--- config.mk ---
export PLATFORM = sky130hd
export DESIGN_NAME = task_sequencer
export DESIGN_NICKNAME = d
export VERILOG_FILES = /design/src/rtl/la_dispatch_pkg.sv /design/src/rtl/task_watchdog.sv /design/src/rtl/task_sequencer.sv
export SDC_FILE = /design/constraint.sdc
export NUM_CORES = 1
export LEC_CHECK = 0
export CAP_MARGIN = 10
export CORE_ASPECT_RATIO = 1.2
export CORE_MARGIN = 2
export CORE_UTILIZATION = 40
export CTS_BUF_LIST = sky130_fd_sc_hd__clkbuf_4
export DETAILED_ROUTE_END_ITERATION = 10
export PLACE_DENSITY_LB_ADDON = 0.08
export SKIP_CTS_REPAIR_TIMING = 1
export SYNTH_ARGS = -nofsm -noshare
export SYNTH_HDL_FRONTEND = slang
export SYNTH_HIERARCHICAL = 1
export SYNTH_SLANG_ARGS = --single-unit
export TNS_END_PERCENT = 30
--- constraint.sdc ---
create_clock -name clk -period 2 [get_ports clk]
set_input_delay 0.4 -clock clk [delete_from_list [all_inputs] [get_ports clk]]
set_output_delay 0.4 -clock clk [all_outputs]
set_load 0.005 [all_outputs]
--- src/rtl/la_dispatch_pkg.sv ---
// Shared types and command bytes for the task sequencer and its watchdog.
// Command values are the ASCII bytes delivered by the UART receiver.
package la_dispatch_pkg;

  typedef enum logic [1:0] {
    ST_IDLE = 2'd0,
    ST_RUN  = 2'd1,
    ST_GAP  = 2'd2
  } state_e;

  typedef enum logic {
    MODE_CONT   = 1'b0,
    MODE_SINGLE = 1'b1
  } mode_e;

  localparam logic [7:0] CMD_START  = 8'h67;  // 'g'
  localparam logic [7:0] CMD_SINGLE = 8'h31;  // '1'
  localparam logic [7:0] CMD_STOP   = 8'h73;  // 's'
  localparam logic [7:0] CMD_ABORT  = 8'h62;  // 'b'

endpackage

--- src/rtl/task_watchdog.sv ---
// Saturating cycle counter that flags a grant held for TIMEOUT_CYCLES cycles.
// Combinational expired output, no backpressure; TIMEOUT_CYCLES=0 disables it.
module task_watchdog #(
  parameter int TIMEOUT_W      = 24,
  parameter int TIMEOUT_CYCLES = 0
) (
  input  logic clk,
  input  logic rst,
  input  logic clear,
  input  logic enable,
  output logic expired
);

  localparam logic [TIMEOUT_W-1:0] LIMIT = TIMEOUT_W'(TIMEOUT_CYCLES);

  logic [TIMEOUT_W-1:0] count_q;
  logic [TIMEOUT_W-1:0] count_d;

  always_comb begin
    count_d = count_q;
    if (clear) begin
      count_d = '0;
    end else if (enable && (count_q != '1)) begin
      count_d = count_q + TIMEOUT_W'(1);
    end
  end

  always_ff @(posedge clk) begin
    if (rst) begin
      count_q <= '0;
    end else begin
      count_q <= count_d;
    end
  end

  assign expired = (TIMEOUT_CYCLES != 0) && enable && (count_q >= LIMIT);

endmodule

--- src/rtl/task_sequencer.sv ---
// UART-commanded round-robin scheduler granting one worker task at a time.
// Start -> grant next cycle; done -> one idle GAP cycle -> next grant.
module task_sequencer
  import la_dispatch_pkg::*;
#(
  parameter int  NUM_TASKS      = 2,
  parameter int  TIMEOUT_W      = 24,
  parameter int  TIMEOUT_CYCLES = 0,
  parameter int  PASS_W         = 16,
  localparam int TW             = (NUM_TASKS > 1) ? $clog2(NUM_TASKS) : 1
) (
  input  logic                 clk,
  input  logic                 rst,
  input  logic [7:0]           rx_data,
  input  logic                 rx_data_fresh,
  input  logic [NUM_TASKS-1:0] done,
  output logic [NUM_TASKS-1:0] grant,
  output logic [TW-1:0]        cur_task,
  output logic                 busy,
  output logic                 led,
  output logic                 timeout_err,
  output logic [PASS_W-1:0]    pass_count
);

  localparam logic [TW-1:0] LAST_IDX = TW'(NUM_TASKS - 1);

  state_e               state_q, state_d;
  mode_e                mode_q, mode_d;
  logic [TW-1:0]        cur_q, cur_d;
  logic                 stop_q, stop_d;
  logic                 terr_q, terr_d;
  logic [PASS_W-1:0]    pass_q, pass_d;
  logic [NUM_TASKS-1:0] grant_q, grant_d;

  logic cmd_start, cmd_single, cmd_stop, cmd_abort;
  logic wd_expired, completion, last_task;

  assign cmd_start  = rx_data_fresh && (rx_data == CMD_START);
  assign cmd_single = rx_data_fresh && (rx_data == CMD_SINGLE);
  assign cmd_stop   = rx_data_fresh && (rx_data == CMD_STOP);
  assign cmd_abort  = rx_data_fresh && (rx_data == CMD_ABORT);

  task_watchdog #(
    .TIMEOUT_W      (TIMEOUT_W),
    .TIMEOUT_CYCLES (TIMEOUT_CYCLES)
  ) u_watchdog (
    .clk     (clk),
    .rst     (rst),
    .clear   (state_q != ST_RUN),
    .enable  (state_q == ST_RUN),
    .expired (wd_expired)
  );

  assign last_task  = (cur_q == LAST_IDX);
  assign completion = (state_q == ST_RUN) && (done[cur_q] || wd_expired);

  always_comb begin
    state_d = state_q;
    mode_d  = mode_q;
    cur_d   = cur_q;
    stop_d  = stop_q;
    terr_d  = terr_q;
    pass_d  = pass_q;
    case (state_q)
      ST_IDLE: begin
        if (cmd_start || cmd_single) begin
          state_d = ST_RUN;
          cur_d   = '0;
          mode_d  = cmd_single ? MODE_SINGLE : MODE_CONT;
          stop_d  = 1'b0;
          terr_d  = 1'b0;
          pass_d  = '0;
        end
      end
      ST_RUN: begin
        if (cmd_abort) begin
          state_d = ST_IDLE;
          stop_d  = 1'b0;
        end else if (completion) begin
          if (wd_expired) terr_d = 1'b1;
          if (last_task) pass_d = pass_q + PASS_W'(1);
          // A stop arriving with the completing done takes effect right here.
          if ((last_task && mode_q == MODE_SINGLE) || stop_q || cmd_stop) begin
            state_d = ST_IDLE;
            stop_d  = 1'b0;
          end else begin
            state_d = ST_GAP;
          end
        end else if (cmd_stop) begin
          stop_d = 1'b1;
        end
      end
      ST_GAP: begin
        if (cmd_abort) begin
          state_d = ST_IDLE;
          stop_d  = 1'b0;
        end else begin
          state_d = ST_RUN;
          cur_d   = last_task ? '0 : cur_q + TW'(1);
          if (cmd_stop) stop_d = 1'b1;
        end
      end
      default: state_d = ST_IDLE;
    endcase

    grant_d = '0;
    if (state_d == ST_RUN) grant_d[cur_d] = 1'b1;
  end

  always_ff @(posedge clk) begin
    if (rst) begin
      state_q <= ST_IDLE;
      mode_q  <= MODE_CONT;
      cur_q   <= '0;
      stop_q  <= 1'b0;
      terr_q  <= 1'b0;
      pass_q  <= '0;
      grant_q <= '0;
    end else begin
      state_q <= state_d;
      mode_q  <= mode_d;
      cur_q   <= cur_d;
      stop_q  <= stop_d;
      terr_q  <= terr_d;
      pass_q  <= pass_d;
      grant_q <= grant_d;
    end
  end

  assign grant       = grant_q;
  assign cur_task    = cur_q;
  assign busy        = (state_q != ST_IDLE);
  assign led         = busy;
  assign timeout_err = terr_q;
  assign pass_count  = pass_q;

endmodule

==> reports/results.ini <==
[critical_path]
critPathMaxFanout = 6
start_kind = input pin
cpMaxStageDelayCell = or4b_4
crit_chain = buf_6 -> or4b_4 -> nor4_4 -> nor3_4 -> buf_6 -> or4_4 -> a21oi_2
arrival_ps = 2280
end_kind = register
cpPeakStageDelay_ps = 540
required_ps = 2270
crit_type = in2reg
cp_common_cell = buf_6

[layout]
num-nets-final = 262
antennaDiodeCount = 0
drive_above_1_share = 0.383
syn_to_final_growth_pct = 69.7
finish.utilization = 0.718
instances_no_fill = 280

[floorplan]
io_pins = 35
coreArea_um2 = 3400
die_w_um = 58.7
die_h_um = 69.6
start_util = 0.423
placement_rows = 23
die-area_um2 = 4090

[synthesis]
ys_ff_latch = 24
yosys.area.top_type = dfxtp_1
syn_nets = 187
synthDistinctLibCells = 45
synth_area_um2 = 1440
synth_top_area_share = 0.334
synthTopCellsByArea = dfxtp_1, a21oi_1, o31ai_1, or4_1, ha_1
seq_area_frac_synth = 0.334
synthCells = 169
yosysWarnings = 6
avgSynthCellArea_um2 = 8.50

[pwr]
p_leak_nw = 0.943
ir_worst_vdd_uv = 252
powerDensity_nw_per_um2 = 497
finalPower_mw = 1.21

[global_routing]
grt_first_pass_wirelength_mm = 6.93
use_met2 = 0.401
grtUsageMet1 = 0.217
antenna_found_initial = 0
use_met3 = 0.0280
grt_pass1_vias = 1611
overflow = 0
grt_use_total = 0.211
grt_max_degree = 25
top_usage_layer = met2

[sta]
finalSetupViolCount = 3
finalWorstSetupSlack_ps = -15.8
period_share = 1.01
setup-tns-final_ps = -41.1
max_freq_mhz = 496
whs_ps = 507
drv_slew = 0
fin_skew_ps = 3.04
post-route-min-period_ps = 2020
rsz0062_at_grt = yes
finalHoldViolCount = 0

[cts]
clock_sinks = 24
numCtsBuffers = 3
clock_latency_ps = 320
htree_num_levels = 1
clk_path_buf_depth = 2
path_clk_slew_ps = 150
cts_root_buf = clkbuf_4
cts_tree = built

[detailed_routing]
drc = 1
routed_wl_mm = 4.64
via_per_inst = 5.90
routedWlPerCell_um = 16.6
ant_nets = 0
dr_total_vias = 1652
firstDrtPassIters = 7
first_iter_violations = 98

[placed_design]
portBuffers = 34
dp_cells = 268
place.gp.congestion = 0.862
hpwl_mm = 3.23

[min_path]
hold_class = reg2reg

[flow_run]
maxCapViolations = 0

[run_status]
violations = DRC, setup timing
outcome = complete, but fails checks

==> area by class of cell <==
type,instances,area (um^2)
Multi-Input combinational cell,128,1060
Clock buffer,3,22.5
Timing Repair Buffer,78,757
Clock inverter,1,30.0
Tap cell,37,46.3
Inverter,9,38.8
Fill cell,271,958
Sequential cell,24,483
==> cells in the mapped netlist (all sizes together) <==
cell type and n:
a211o 1, o21ai 4, conb 1, nor2 6
o221ai 1, or4b 3, a31oi 1, nor4 1
a21o 1, nand4 5, a21oi 18, inv 9
nand3b 3, nand4b 3, mux2i 1, clkbuf 3
or3b 1, nor3b 1, a31o 1, o211ai 2
o311ai 1, a2111o 1, dfxtp 24, o31ai 9
or3 2, nand2 13, nor2b 2, o41a 1
a41oi 1, buf 5, o31a 1, o211a 1
ha 5, a211oi 2, a22oi 1, or2 2
o41ai 4, nor3 5, nand3 9, nand2b 3
and4 2, or4 9
==> path summary, 6_finish.rpt <==
check	startpoint	to	slack (ps)	depth (start not counted)
worst min-delay path	pass_count[15]	pass_count[15]	510	2
worst max-delay path	rx_data[3]	pass_count[5]	-20	7
worst max register to register	state_q[1]	pass_count[3]	30	9
worst min register to register	pass_count[15]	pass_count[15]	510	2
==> cells in the final DEF (no fill, tap or decap), types with 4 or more instances in the layout <==
master            n
buf_6             7
inv_1             6
a21oi_2           8
nand4_1           5
or4_4             5
dfxtp_1          22
o31ai_1           8
dlymetal6s2s_1    6
or4_1             4
a21oi_1           9
clkdlybuf4s50_1  25
nor2_1            6
buf_4            33
nand2_1          12
nand3_1           8
==> sequential cells by signal (all words and copies together), names as in the netlist <==
signal / count
cur_task: 1
grant: 2
mode_q: 1
pass_count: 16
state_q: 2
stop_q: 1
timeout_err: 1
==> through the flow <==
stage	area (um^2)	worst slack [ps]
2_1_floorplan	1440	-69.6
3_3_place_gp	2070	-581
3_5_place_dp	2070	-691
4_1_cts	2120	-354
5_1_grt	2440	-73.2
6_report	2440	-15.8
==> cell families after synthesis <==
logic type | count (synthesis) | synth area share
and+or+nand+nor | 70 | 0.309
buffers and inverters | 17 | 0.0601
AOI/OAI and AO/OA | 51 | 0.243
DFF | 24 | 0.334
other | 1 | 0.00261
muxes | 1 | 0.00697
adders and majority gates | 5 | 0.0436
==> worst max-delay path: cells and delay by family <==
kind	cells	cell delay (ps)
simple gates	4	1520
buf+inv	2	240
compound gates	1	120
==> power by group <==
group	switching, mW	internal, mW
clock	0.160	0.202
combinational	0.165	0.188
sequential	0.00839	0.487
total	0.334	0.878
==> per-layer routing <==
metal  vias up  part of all wire
met3         6             0.031
met2        46              0.58
met4         0             0.014
li1        801                 -
met5         -                 0
met1       799              0.38
(Power assumes the default switching activity.)
